===== config.mk =====
export PLATFORM = sky130hd
export DESIGN_NAME = ammrv_pipelined_regs_flat
export DESIGN_NICKNAME = d
export VERILOG_FILES = /design/src/rtl/ammrv_pkg.sv /design/src/rtl/ammrv_pipelined_regs_if.sv /design/src/rtl/ammrv_rdpipe.sv /design/src/rtl/ammrv_pipelined_regs.sv /design/src/flat_wrapper.sv
export SDC_FILE = /design/constraint.sdc
export NUM_CORES = 1
export LEC_CHECK = 0
export ABC_CLOCK_PERIOD_IN_PS = 1700
export CORE_AREA = 4 4 344 177
export DETAILED_ROUTE_END_ITERATION = 6
export DIE_AREA = 0 0 348 181
export PLACE_DENSITY = 0.78
export SYNTH_ARGS = -nofsm -noshare
export SYNTH_HDL_FRONTEND = slang
export SYNTH_SLANG_ARGS = --single-unit
export TNS_END_PERCENT = 5

===== constraint.sdc =====
create_clock -name clk -period 1.7 [get_ports clk]
set_input_delay 0.34 -clock clk [delete_from_list [all_inputs] [get_ports clk]]
set_output_delay 0.34 -clock clk [all_outputs]
set_load 0.05 [all_outputs]

===== src/rtl/ammrv_pkg.sv =====
// Shared definitions for the Avalon-MM pipelined register responder.
// Holds bus widths, the responder state encoding and the byte-lane
// merge helper used on writes.
package ammrv_pkg;

  localparam int AMM_AW  = 32;
  localparam int AMM_DW  = 32;
  localparam int AMM_BEW = AMM_DW / 8;

  // Responder handshake states.
  localparam logic [1:0] ST_IDLE   = 2'd0;
  localparam logic [1:0] ST_WAIT   = 2'd1;
  localparam logic [1:0] ST_ACCEPT = 2'd2;

  // Replace only the byte lanes whose enable bit is set.
  function automatic logic [AMM_DW-1:0] be_merge(
    input logic [AMM_DW-1:0]  old_data,
    input logic [AMM_DW-1:0]  wdata,
    input logic [AMM_BEW-1:0] be
  );
    logic [AMM_DW-1:0] res;
    res = old_data;
    for (int b = 0; b < AMM_BEW; b++) begin
      if (be[b]) res[8*b +: 8] = wdata[8*b +: 8];
    end
    return res;
  endfunction

endpackage


===== src/rtl/ammrv_pipelined_regs_if.sv =====
// Avalon-MM pipelined bus bundle with readdatavalid.
// master: drives address/byteenable/writedata/read/write,
//         observes waitrequest/readdata/readdatavalid.
// slave : the responder side (opposite directions).
interface ammrv_pipelined_regs_if;
  import ammrv_pkg::*;

  logic [AMM_AW-1:0]  s_address;
  logic [AMM_BEW-1:0] s_byteenable;
  logic [AMM_DW-1:0]  s_writedata;
  logic               s_read;
  logic               s_write;
  logic               s_waitrequest;
  logic [AMM_DW-1:0]  s_readdata;
  logic               s_readdatavalid;

  modport master (
    output s_address, s_byteenable, s_writedata, s_read, s_write,
    input  s_waitrequest, s_readdata, s_readdatavalid
  );

  modport slave (
    input  s_address, s_byteenable, s_writedata, s_read, s_write,
    output s_waitrequest, s_readdata, s_readdatavalid
  );
endinterface


===== src/rtl/ammrv_rdpipe.sv =====
// Fixed-latency read response pipeline.
// Ports: clk, reset_n (async active-low clear), in_valid/in_data (read
// captured at the accept edge), out_valid/out_data (registered response,
// data forced to zero when not valid). Depth = P_DEPTH cycles.
module ammrv_rdpipe
  import ammrv_pkg::*;
#(
  parameter int P_DEPTH = 2
) (
  input  logic              clk,
  input  logic              reset_n,
  input  logic              in_valid,
  input  logic [AMM_DW-1:0] in_data,
  output logic              out_valid,
  output logic [AMM_DW-1:0] out_data
);

  logic [P_DEPTH-1:0] valid_sr;
  logic [AMM_DW-1:0]  data_sr [P_DEPTH];

  // NOTE: sequential state uses non-blocking assignments so every stage
  // samples the pre-edge value of its neighbour, giving a true shift.
  // NOTE: the data stages are reset too: a response slot must read back
  // zero after reset, and in-flight reads must vanish.
  always_ff @(posedge clk or negedge reset_n) begin
    if (!reset_n) begin
      valid_sr <= '0;
      for (int i = 0; i < P_DEPTH; i++) data_sr[i] <= '0;
    end else begin
      valid_sr[0] <= in_valid;
      data_sr[0]  <= in_valid ? in_data : '0;
      for (int i = 1; i < P_DEPTH; i++) begin
        valid_sr[i] <= valid_sr[i-1];
        data_sr[i]  <= data_sr[i-1];
      end
    end
  end

  assign out_valid = valid_sr[P_DEPTH-1];
  assign out_data  = data_sr[P_DEPTH-1];

endmodule


===== src/rtl/ammrv_pipelined_regs.sv =====
// Avalon-MM pipelined responder backed by a byte-enabled register file.
// Ports: clk, reset_n (async active-low), s (slave side of the bus),
// hold (external stall, forces waitrequest high), regs_q (flat register
// contents, reg i at [32i+31:32i]).
// Commands wait P_WAITSTATES cycles before acceptance; reads respond
// P_RDLATENCY cycles after the accept edge.
module ammrv_pipelined_regs
  import ammrv_pkg::*;
#(
  parameter int          P_NREGS_LOG2  = 4,
  parameter int          P_WAITSTATES  = 1,
  parameter int          P_RDLATENCY   = 2,
  parameter logic [31:0] P_RESET_VALUE = 32'h0
) (
  input  logic                                clk,
  input  logic                                reset_n,
  ammrv_pipelined_regs_if.slave               s,
  input  logic                                hold,
  output logic [AMM_DW*(2**P_NREGS_LOG2)-1:0] regs_q
);

  localparam int         NREGS = 2 ** P_NREGS_LOG2;
  localparam logic [2:0] WS    = 3'(P_WAITSTATES);

  logic [2:0]              wcnt;
  logic [1:0]              state;
  logic                    cmd;
  logic                    accept;
  logic                    wr_accept;
  logic                    rd_accept;
  logic [P_NREGS_LOG2-1:0] index;
  logic [AMM_DW-1:0]       regs [NREGS];
  logic                    unused_addr_bits;

  // Only the word index is decoded; the rest of the address aliases.
  assign index            = s.s_address[P_NREGS_LOG2+1:2];
  assign unused_addr_bits = ^{s.s_address[AMM_AW-1:P_NREGS_LOG2+2], s.s_address[1:0]};

  assign cmd       = s.s_read | s.s_write;
  assign accept    = cmd & ~hold & (wcnt == WS);
  // Read+write together is treated as a write only.
  assign wr_accept = accept & s.s_write;
  assign rd_accept = accept & s.s_read & ~s.s_write;

  always_ff @(posedge clk or negedge reset_n) begin
    if (!reset_n)    wcnt <= '0;
    else if (!cmd)   wcnt <= '0;
    else if (hold)   wcnt <= wcnt;
    else if (accept) wcnt <= '0;
    else             wcnt <= wcnt + 3'd1;
  end

  // NOTE: state gets a default before the conditions so no path leaves
  // it unassigned, which would otherwise infer a latch.
  always_comb begin
    state = ST_IDLE;
    if (accept)                   state = ST_ACCEPT;
    else if (cmd || wcnt != '0)   state = ST_WAIT;
  end

  assign s.s_waitrequest = (state != ST_ACCEPT);

  always_ff @(posedge clk or negedge reset_n) begin
    if (!reset_n) begin
      for (int i = 0; i < NREGS; i++) regs[i] <= P_RESET_VALUE;
    end else if (wr_accept) begin
      regs[index] <= be_merge(regs[index], s.s_writedata, s.s_byteenable);
    end
  end

  for (genvar g = 0; g < NREGS; g++) begin : g_flat
    assign regs_q[AMM_DW*g +: AMM_DW] = regs[g];
  end

  // Data is sampled from the pre-edge register contents, so a later write
  // cannot disturb a response already in flight.
  ammrv_rdpipe #(
    .P_DEPTH (P_RDLATENCY)
  ) u_rdpipe (
    .clk       (clk),
    .reset_n   (reset_n),
    .in_valid  (rd_accept),
    .in_data   (regs[index]),
    .out_valid (s.s_readdatavalid),
    .out_data  (s.s_readdata)
  );

endmodule


===== src/flat_wrapper.sv =====
// flat-port wrapper written by rule: the top's interface ports become plain ports
module ammrv_pipelined_regs_flat import ammrv_pkg::*;
#(
  parameter int          P_NREGS_LOG2  = 4,
  parameter int          P_WAITSTATES  = 1,
  parameter int          P_RDLATENCY   = 2,
  parameter logic [31:0] P_RESET_VALUE = 32'h0
)
  (clk, reset_n, hold, regs_q, s_s_address, s_s_byteenable, s_s_writedata, s_s_read, s_s_write, s_s_waitrequest, s_s_readdata, s_s_readdatavalid);
  ammrv_pipelined_regs_if s_i ();
  input  logic clk;
  input  logic reset_n;
  input  logic hold;
  output logic [AMM_DW*(2**P_NREGS_LOG2)-1:0] regs_q;
  input wire logic [$bits(s_i.s_address)-1:0] s_s_address;
  input wire logic [$bits(s_i.s_byteenable)-1:0] s_s_byteenable;
  input wire logic [$bits(s_i.s_writedata)-1:0] s_s_writedata;
  input wire logic [$bits(s_i.s_read)-1:0] s_s_read;
  input wire logic [$bits(s_i.s_write)-1:0] s_s_write;
  output wire logic [$bits(s_i.s_waitrequest)-1:0] s_s_waitrequest;
  output wire logic [$bits(s_i.s_readdata)-1:0] s_s_readdata;
  output wire logic [$bits(s_i.s_readdatavalid)-1:0] s_s_readdatavalid;
  assign s_i.s_address = s_s_address;
  assign s_i.s_byteenable = s_s_byteenable;
  assign s_i.s_writedata = s_s_writedata;
  assign s_i.s_read = s_s_read;
  assign s_i.s_write = s_s_write;
  assign s_s_waitrequest = s_i.s_waitrequest;
  assign s_s_readdata = s_i.s_readdata;
  assign s_s_readdatavalid = s_i.s_readdatavalid;
  ammrv_pipelined_regs #(.P_NREGS_LOG2(P_NREGS_LOG2), .P_WAITSTATES(P_WAITSTATES), .P_RDLATENCY(P_RDLATENCY), .P_RESET_VALUE(P_RESET_VALUE)) u_core (.clk(clk), .reset_n(reset_n), .s(s_i), .hold(hold), .regs_q(regs_q));
endmodule

-- Yosys cells after proc, flatten, opt, wreduce, memory -nomap -nowiden
Cells that the tools add are included.
- output and inout port bits: 546
- input bits: 73
- word-level logic and storage cells: 58
- register bits after elaboration: 581
- $lt $le $gt $ge: 2
- $add $sub $neg: 1
- reduce and logical (&&, ||, !) cells: 3
- eq/ne operators: 3
- bitwise gates (word level): 9
- multiplexer cells: 20
- operators with widths (operator ; count):
    $bwmux 512 ; 1
    $bmux 32 s4 ; 1
    $demux 32 s4 ; 1
    $mux 32 ; 4
    $mux 8 ; 8
    $mux 3 ; 3
    $and 1x1->1 ; 5
    $ge 5x5->1 const B ; 1
    $lt 5x1->1 const B ; 1
    $not 4->5 ; 1
    $ne 2x2->1 const B ; 2
    $add 3x1->3 const B ; 1
    $eq 3x1->1 const B ; 1
    $reduce_bool 3->1 ; 1
    $mux 2 ; 1
    $not 1->1 ; 2
    $logic_and 1x1->1 ; 1
    $logic_or 1x1->1 ; 1
    $mux 1 ; 1
    $or 1x1->1 ; 1

-- Logic depth before layout (Yosys ltp)
Gate-level depths: netlist of the first run.
- depth in word-level cells: 7
- depth in mapped cells: 9
- mapped depth without buffers: 6

-- Hierarchy
Synthesis of the first run repeated with hierarchy kept, for this count alone.
- cells, all modules: 2485
- area total of the unflattened synthesis: 26202.6 um2
- by module, submodules not included (module ; seq. area each (um2) ; instances ; area each (um2) ; cells an instance):
    ammrv_pipelined_regs ; 12887.4 ; 1 ; 24055.6 ; 2352
    ammrv_rdpipe ; 1651.6 ; 1 ; 2147.1 ; 133

-- Worst setup path after synthesis of the first run
No wires, ideal clock.
- path type: input-to-reg
- start point: input port s_s_address[3]
- end point: register u_core.regs, in the netlist u_core.regs_q[484]
- setup time: 0.141 ns
- cell stages on the path: 8
- arrival: 1.738 ns
- path buffers: 4
- path slack: -0.179 ns
- required time: 1.559 ns
- cell sequence: buf_2 > buf_6 > buf_4 > mux2i_1 > a22oi_1 > a32oi_1 > buf_2 > a31oi_1
- longest elaborated chain between the ends: 7
- elaborated cells on any way between the ends: 12
- those cells by class: 2 x order compare; 8 x mux; 1 x bitwise; 1 x reduce/logical
- RTL lines (item ; line ; text):
    from (decl) ; flat_wrapper.sv:15 ; input wire logic [$bits(s_i.s_address)-1:0] s_s_address;
    $not 4->5 (not written as such) * ; ammrv_pipelined_regs.sv:67 ; regs[index] <= be_merge(regs[index], s.s_writedata, s.s_byteenable);
    $bmux 32 s4 ; ammrv_pipelined_regs.sv:67 ;
    $mux 32 (not written as such) (2 in series) ; ammrv_pipelined_regs.sv:67 ;
    $mux 8 ; ammrv_pkg.sv:24 ; if (be[b]) res[8*b +: 8] = wdata[8*b +: 8];
    $mux 8 ; ammrv_pipelined_regs.sv:66 ; end else if (wr_accept) begin
    $bwmux 512 * ; ammrv_pipelined_regs.sv:67 ;
    to (signal, indexed assignment) ; ammrv_pipelined_regs.sv:67 ;
    to (decl) ; ammrv_pipelined_regs.sv:32 ; logic [AMM_DW-1:0] regs [NREGS];
Every way passes the cells marked *; elsewhere a longest branch is shown, timed or not. The select of a mux whose other input is x is not followed.
A chain may end at the register's enable or synchronous reset.

-- Worst setup path in the final report of the first run
- start point: register u_core.wcnt[1]
- end point: register u_core.regs, in the netlist u_core.regs_q[182]
- longest elaborated chain between the ends: 3
- RTL lines (item ; line ; text):
    from (decl) ; ammrv_pipelined_regs.sv:25 ; logic [2:0] wcnt;
    from (signal assigned) ; ammrv_pipelined_regs.sv:48 ; else if (hold) wcnt <= wcnt;
    from (signal assigned) ; ammrv_pipelined_regs.sv:50 ; else wcnt <= wcnt + 3'd1;
    $eq 3x1->1 ; ammrv_pipelined_regs.sv:40 ; assign accept = cmd & ~hold & (wcnt == WS);
    $and 1x1->1 ; ammrv_pipelined_regs.sv:40 ;
    $and 1x1->1 ; ammrv_pipelined_regs.sv:42 ; assign wr_accept = accept & s.s_write;
Every way passes these cells.

==> results of run 1 <==
==> stage by stage <==
step	hold slack [ns]	total power, mW	TNS [ns]	setup slack (ns)
after floorplan	0.04441	32.31	-29.04	-0.08969
after global placement	0.1894	40.80	-382.84	-0.8314
after detailed placement	0.1906	41.28	-395.80	-0.8654
after CTS	0.1631	54.25	-110.61	-0.3691
after global routing	0.1920	56.67	-169.69	-0.4658
final	0.1926	54.93	-128.48	-0.3972
==> critical path, cell delays in order (launching register included) <==
cell and delay, ns:
sky130_fd_sc_hd__dfrtp_1 0.39, sky130_fd_sc_hd__inv_2 0.07, sky130_fd_sc_hd__ha_4 0.13, sky130_fd_sc_hd__buf_6 0.10
sky130_fd_sc_hd__nand4bb_4 0.12, sky130_fd_sc_hd__buf_12 0.18, sky130_fd_sc_hd__buf_12 0.13, sky130_fd_sc_hd__nor4_4 0.23
sky130_fd_sc_hd__buf_6 0.21, sky130_fd_sc_hd__clkbuf_16 0.21, sky130_fd_sc_hd__nor2_1 0.05, sky130_fd_sc_hd__a31oi_1 0.16
==> state kept, by name, summed over array words and instances, names as in the netlist <==
name,flops
u_core.u_rdpipe.out_data,32
u_core.u_rdpipe.valid_sr,2
u_core.u_rdpipe.data_sr,32
u_core.regs_q,512
u_core.wcnt,3
==> power by group <==
group | total [mW] | internal [mW] | switching (mW) | leakage (nW)
Combinational | 22.6 | 7.29 | 15.3 | 9.29
Clock | 12.8 | 7.18 | 5.62 | 0.904
Sequential | 19.5 | 16.5 | 3.09 | 7.87
==> cell usage in the layout (no fill, tap or decap), types with 35 or more instances in the layout <==
cell type,Yosys,routed
sky130_fd_sc_hd__a21oi_1,99,71
sky130_fd_sc_hd__a22oi_1,127,114
sky130_fd_sc_hd__a31oi_1,256,251
sky130_fd_sc_hd__buf_12,0,102
sky130_fd_sc_hd__buf_4,58,767
sky130_fd_sc_hd__buf_6,12,35
sky130_fd_sc_hd__clkbuf_16,0,64
sky130_fd_sc_hd__clkdlybuf4s50_1,0,41
sky130_fd_sc_hd__dfrtp_1,581,577
sky130_fd_sc_hd__mux2i_1,256,256
sky130_fd_sc_hd__nand2_1,195,160
sky130_fd_sc_hd__nand3_1,36,35
sky130_fd_sc_hd__nor2_1,328,261
sky130_fd_sc_hd__nor2_2,0,53
sky130_fd_sc_hd__o21ai_0,194,90
sky130_fd_sc_hd__o21ai_1,0,79
==> layer usage <==
metal  vias to the layer above  wire length, microns  track usage
li1                      10420                     -            -
met1                     12630                 46110       0.4638
met2                      1937                 50740       0.5219
met3                       449                 14550      0.09573
met4                         6                  6272       0.1415
met5                         -                    34            0
==> cell type report <==
type	instances	area (sq um)
Fill cell	4389	20440
Sequential cell	581	14540
Multi-Input combinational cell	1620	10950
Timing Repair Buffer	978	9423
Clock buffer	78	1613
Tap cell	780	975.9
Clock inverter	19	207.7
Inverter	5	21.27
Antenna cell	1	2.502
==> worst min-delay path by stage <==
stage | endpoint | slack, ns | cells after the start
finish | u_core.u_rdpipe.out_data[30] | 0.19 | 2
global route | u_core.u_rdpipe.out_data[29] | 0.19 | 2
CTS | u_core.u_rdpipe.out_data[29] | 0.16 | 2
detailed placement | u_core.u_rdpipe.out_data[29] | 0.19 | 1
global placement | u_core.u_rdpipe.out_data[29] | 0.19 | 1
floorplan | u_core.regs_q[0] | 0.04 | 0
==> repair_timing <==
action | 4_1_cts | 5_1_grt
hold buffers | 1 | 0
buffers inserted | 20 | 13
endpoints found under the hold margin | 352 | 0
resized for setup | 210 | 188
gates cloned | 16 | 17
pin swaps | 69 | 21
setup endpoints to repair | 539 | 544
==> kinds of logic after synthesis <==
kind of cell / Yosys count / share of synthesized area
AOI/OAI and AO/OA: 708 / 0.1670
and+or+nand+nor: 654 / 0.1171
buffers and inverters: 248 / 0.05222
muxes: 256 / 0.09930
DFF: 581 / 0.5634
adders and majority gates: 2 / 0.0009695
==> results.md, run 1 <==
- The pre-antenna-repair detailed-routing pass consisted of 7 iterations.
- CTS saw 581 sinks.
- The worst-path maximum fanout is 7.
- The worst slew margin relative to its limit is 0.4397.
- Dividing total power by cell area gives a power density of approximately 1500 nW/um^2.
- The worst setup path is of the flip-flop to flip-flop kind.
- After synthesis, the share of flip-flops with an asynchronous set or reset is 1.000.
- The register-to-register setup slack is -0.40 ns.
- At the pin with the least slew margin, the transition time is 0.8395 ns.
- The synthesized design contains 0 enable-type register cells.
- The combined area of all synthesized cells is 25810 sq um.
- In the final layout, the share of cells above drive strength 1 is 0.3920.
- For this run, the number of Yosys warnings is 0.
- The core region is 58170 sq um.
- Max-cap violations in this run came to 0.
- The aggregate global routing overflow is 0.
- The highest achievable clock rate is ~480 MHz.
- The die is 181 microns tall.
- The first global-routing pass estimated approximately 160000 microns of wire.
- The worst-case clock skew is 0.02282 ns.
- The row count is 63.
- The width of the die is between 300 and 400 microns.
- The number of unique standard cell types used by synthesis is 35.
- Counting cells, the worst reg-to-reg path comes to 11.
- Each instance of the synthesized netlist takes up on average 10.54 sq um.
- The worst supply voltage drop on vdd is 1.123 mV.
- Once detail routing completed, the nets flagged for antenna violations numbered 0.
- For this block, the routed nets add up to 117700 microns of wire.
- At the worst endpoint, the required time is 2.21 ns.
- In the finished design, the share of the clock period the worst path needs comes to 1.234.
- At the worst endpoint, the arrival time is 2.61 ns.
- The remaining routing DRC violations is 3.
- sky130_fd_sc_hd__dfrtp_1 takes more of the synthesized area than any other cell.
- In this run the worst setup path terminates at u_core.regs_q[182].
- The number of DRC markers after the initial detailed-route iteration is about 3.4k.
- The number of instances in the placed design is 3898.
- The launching instance or port of the critical path is u_core.wcnt[1].
- Entering global routing, the biggest net connects 90 pins.
- After detailed routing, the average wire length per cell comes to 28.98 microns.
- The placed instances occupy a cell area of 33860 sq um.
- The cell sitting at the root of the clock tree is a sky130_fd_sc_hd__clkbuf_16.
- The number of global-route vias before repair is 24.45k.
- In this run, synthesis produced a sequential element count of 581.
- The maximum root-to-sink buffer count is 3.
- The via count is between 20k and 30k.
- Of the post-synthesis cell area, the dominant cell type holds 0.5634.
- By area the synthesized netlist is led by sky130_fd_sc_hd__dfrtp_1 56%, sky130_fd_sc_hd__mux2i_1 9.9%, sky130_fd_sc_hd__a31oi_1 6.2%.
- The worst setup path is captured at a flip-flop.
- The kind of path behind the tightest hold check is input pin to async pin.
- For this design the top-level I/O count stands at approximately 620.
- Setup violations remaining at the end of the flow were counted as 519.
- The most used flip-flop cell after synthesis is sky130_fd_sc_hd__dfrtp_1.
- In this run the critical register-to-register path is launched from u_core.wcnt[1].
- The H-tree depth is 2.
- The count of buffers added on input and output ports is 590.
- The final count of pins violating max slew came to 0.
- The final critical-path required period is 2.097 ns.
- In the global route stage, overall resource usage came out at 0.3424.
- The flow ran to the end, but the final reports show violations.
- At the later pin of the worst-skew pair, clock insertion delay measures between 0.6 and 0.7 ns.
- The final instance area is approximately 38000 sq um.
- The final reports fail on design-rule violations, negative setup slack.
- The worst register-to-register path ends at u_core.regs_q[182].
- After clock tree synthesis, the clock-pin slew on the worst setup and hold paths is 0.06 ns.
- The final weighted congestion in routability-driven placement is 0.9361.
- The startpoint type of the worst setup path is a flip-flop.
- The count of non-filler cells in the finished layout is 4062.
- The area growth from synthesis to layout is 46.23%.
- The via density per instance is between 6 and 7.
- Synthesis produced 2449 cells.
- The initial utilization of the core area, before any placement, comes to 0.4436.
- Across all setup checks in the final design, the least slack found is -0.3972 ns.
- The leakage power of the design is 18.06 nW.
- The final net count is 3314.
- Counting the buffers created by CTS gives 53.
- The CTS tree is done.
- The final count of hold timing violations is 0.
- Setup repair after global routing could not meet its margin everywhere.
- Counting every net in the synthesized netlist gives 2524.
- The initial antenna violation count is 4.
- Measured on the finished design, the core utilization comes to 0.6487.
- The sequential fraction of the synthesis area is 0.5634.
- The total half-perimeter wirelength after legalization and detailed placement is between 70000 and 80000 microns.
- The die footprint is 62990 sq um.
- sky130_fd_sc_hd__dfrtp_1 is the most common cell in the netlist.
- By count the netlist is led by 581 x sky130_fd_sc_hd__dfrtp_1, 328 x sky130_fd_sc_hd__nor2_1, 256 x sky130_fd_sc_hd__a31oi_1, 256 x sky130_fd_sc_hd__mux2i_1, 195 x sky130_fd_sc_hd__nand2_1.
Note: power is estimated with default switching activity, not from simulation.
==> run 2: changes to the inputs <==
--- a/config.mk
+++ b/config.mk
@@ -10,6 +10,7 @@
 export DETAILED_ROUTE_END_ITERATION = 6
 export DIE_AREA = 0 0 348 181
 export PLACE_DENSITY = 0.78
+export SKIP_CTS_REPAIR_TIMING = 1
 export SYNTH_ARGS = -nofsm -noshare
 export SYNTH_HDL_FRONTEND = slang
 export SYNTH_SLANG_ARGS = --single-unit
==> run 2 against run 1 <==
- the flow finishes with violations (negative setup slack)
- largest power group unchanged
- hold slack got worse by 0.0026 ns
- die area is the same
- critical endpoint is now s_s_waitrequest
- sequential power about the same
- core utilization fell by 3.2 points
==> results.md, run 2 (synthesis gave the netlist of run 1 again) <==
- The width of the die came to 348 microns (unchanged).
- The required time of the worst setup path is 1.36 ns (-0.85 ns).
- The detailed-route wire length is 105200 microns (-11%).
- The total half-perimeter wirelength after legalization and detailed placement came to 75770 microns (unchanged).
- The power density over the cells is 1505 nW/um^2 (+3.4%).
- The kind of path behind the tightest hold check is input pin to async pin.
- The logic gate share of total power was 0.407 (-0.004).
- The via density per instance is 6.046 (-3.5%).
- The final count of hold timing violations is 0 (unchanged).
- The initial antenna violation count is 4 (unchanged).
- Setup repair after global routing could not meet its margin everywhere.
- The total of max-cap violations is 0 (unchanged).
- The final core area utilization is 0.6172 (-0.03153).
- The library cell used most frequently in the layout, excluding fill and tap cells, is sky130_fd_sc_hd__buf_4.
- The logic depth of the worst register-to-register path is 8 (-3).
- The worst supply voltage drop on vdd is 1.112 mV (-0.95%).
- TritonCTS built the clock tree.
- The aggregate global routing overflow is 0 (unchanged).
- The worst-case clock skew is 0.02342 ns (+0.0005941 ns).
- The final count of pins violating max slew was 0 (unchanged).
- The flow ran to the end, but the final reports show violations.
- The number of top-level pins was 619 (unchanged).
- STA classifies the critical path endpoint as an output port.
- The slew of the pin with the lowest slew margin is 0.8273 ns (-0.01217 ns).
- The final net count is 3254 (-1.8%).
- The via count was 24.20k (-4.9%).
- The row count is 63 (unchanged).
- The worst slew margin relative to its limit is 0.4479 (+0.008125).
- The cell sitting at the root of the clock tree is a sky130_fd_sc_hd__clkbuf_16.
- The starting utilization of the core area came to 0.4436 (unchanged).
- The remaining number of nets flagged by the antenna check after routing is 0 (unchanged).
- The highest achievable clock rate came to 488.1 MHz (+2.4%).
- The worst path setup slack after routing is -0.3487 ns (+0.04851 ns).
- The arrival time of data at the critical path endpoint was 1.71 ns (-0.90 ns).
- The sequential share of power is 0.358 (+0.002).
- The final critical-path required period was 2.049 ns (-0.04851 ns).
- The first-pass GRT wire length came to 154100 microns (-5.4%).
- The total clock sinks is 581 (unchanged).
- The remaining routing DRC violations is 0 (-3).
- The worst setup path is launched from a flip-flop.
- The worst register-to-register path begins at u_core.wcnt[1].
- The checks that failed: negative setup slack.
- The cell-internal power is 30.57 mW (-1.1%).
- The final weighted congestion in routability-driven placement was 0.9361 (unchanged).
- The core area is 58170 sq um (unchanged).
- The number of global-route vias before repair is 23.65k (-3.3%).
- The worst-path maximum fanout is 4 (-3).
- The wire length per cell is 26.27 microns (-9.3%).
- In the layout the commonest cells are 767 x sky130_fd_sc_hd__buf_4, 580 x sky130_fd_sc_hd__dfrtp_1, 324 x sky130_fd_sc_hd__nor2_1.
- The number of instances in the placed design is 3898 (unchanged).
- The number of flip-flops in the largest register is 512 (unchanged).
- The switching part of the total was 0.4345 (-0.002680).
- The reg-to-reg endpoint is u_core.regs_q[18].
- The number of DRC markers after the initial detailed-route iteration is 2633 (-23%).
- The number of iterations in the first detailed-routing pass was 6 (-1).
- The number of CTS-inserted buffers came to 53 (unchanged).
- The leakage power of the design is 17.40 nW (-3.7%).
- The clock transition at the register clock pins on the worst setup and hold paths after CTS is 0.06 ns (about the same).
- The switching power total came to 23.48 mW (-2.2%).
- The insertion delay to the later sink of the worst-skew pair came to 0.61 ns (about the same).
- From synthesis to final layout, the design area changed by 39.13%.
- The final hold slack was 0.1900 ns (-0.002599 ns).
- The global-route usage over all layers is 0.3205 (-0.02190).
- The final setup violation count was 515 (-0.77%).
- The fraction of final layout cells sized beyond drive strength 1 is 0.3325 (-0.05945).
- The final worst-path cycle share was 1.205 (-0.02853).
- The die footprint came to 62990 sq um (unchanged).
- The pin count of the biggest net entering global routing came to 90 (unchanged).
- The y dimension of the die came to 181 microns (unchanged).
- The count of non-filler cells in the finished layout is 4002 (-1.5%).
- The category of the critical setup timing path is flip-flop to output port.
- The relative contribution of the clock network to total power came to 0.235 (+0.002).
- The register-to-register setup slack came to -0.33 ns (+0.07 ns).
- The H-tree depth was 2 (unchanged).
- The total of buffers placed on input and output ports is 590 (unchanged).
- The maximum root-to-sink buffer count is 3 (unchanged).
run 2: cell types whose count changed in the layout (fill, tap and decap cells not counted), moves of 14 or more:
cell / before / now
sky130_fd_sc_hd__nor2_2: 53 / 4
sky130_fd_sc_hd__o21ai_2: 25 / 1
sky130_fd_sc_hd__a21oi_2: 27 / 2
sky130_fd_sc_hd__o21ai_0: 90 / 192
sky130_fd_sc_hd__nand2_1: 160 / 195
sky130_fd_sc_hd__nor2_1: 261 / 324
sky130_fd_sc_hd__o21ai_1: 79 / 1
sky130_fd_sc_hd__a21oi_1: 71 / 96
sky130_fd_sc_hd__buf_6: 35 / 15
sky130_fd_sc_hd__nor2_4: 15 / 1
sky130_fd_sc_hd__nand2_2: 24 / 0
sky130_fd_sc_hd__buf_16: 19 / 0
run 2: power by group through the flow:
stage                     sequential, mW  clock, mW  combinational, mW
final                               19.4       12.7               22.0
after global routing                19.6       13.4               22.9
after CTS                           19.2       12.9               21.9
after detailed placement            19.5          0               21.8
after global placement              19.3          0               21.5
after floorplan                     27.6          0               4.68
run 2: cell type report:
class | count | area [sq um]
fill | 4611 | 22270
multi-input combinational | 1620 | 10320
inverter | 5 | 21.27
sequential | 581 | 14540
timing repair buffer | 918 | 8227
antenna | 1 | 2.502
clock inverter | 19 | 207.7
clock buffer | 78 | 1613
tap | 780 | 975.9
run 2: worst max-delay path, cell delays in order (launching register included):
cell and delay, ns:
sky130_fd_sc_hd__dfrtp_1 0.39, sky130_fd_sc_hd__inv_2 0.08, sky130_fd_sc_hd__ha_4 0.13, sky130_fd_sc_hd__nor2b_4 0.14, sky130_fd_sc_hd__nor2b_4 0.16, sky130_fd_sc_hd__o21ai_2 0.08, sky130_fd_sc_hd__buf_12 0.15
run 2: how the worst max path moves through the flow:
| stage | slack (ns) | startpoint | depth (start not counted) | end |
|---|---|---|---|---|
| final | -0.35 | u_core.wcnt[1] | 6 | s_s_waitrequest |
| after detailed placement | -0.87 | s_s_address[5] | 7 | u_core.regs_q[481] |
| after floorplan | -0.09 | u_core.wcnt[1] | 5 | s_s_waitrequest |
| after global placement | -0.83 | s_s_address[5] | 7 | u_core.regs_q[481] |
| after CTS | -0.66 | u_core.wcnt[1] | 6 | s_s_waitrequest |
| after global routing | -0.43 | u_core.wcnt[1] | 6 | s_s_waitrequest |
run 2: through the flow:
stage | power, mW | setup TNS, ns | area (sq um) | worst slack (ns)
after global placement | 40.80 | -382.84 | 33860 | -0.8314
after detailed placement | 41.28 | -395.80 | 33860 | -0.8654
final | 54.05 | -105.81 | 35900 | -0.3487
after floorplan | 32.31 | -29.04 | 26160 | -0.08969
after global routing | 55.96 | -145.76 | 35900 | -0.4282
after CTS | 53.96 | -134.60 | 35680 | -0.6649
run 2: per-layer routing:
layer,up-vias,GRT usage,wire length (microns)
li1,10270,-,-
met1,12170,0.4365,42530
met2,1427,0.5012,47590
met3,317,0.07496,9903
met4,6,0.1236,5102
met5,-,0,30
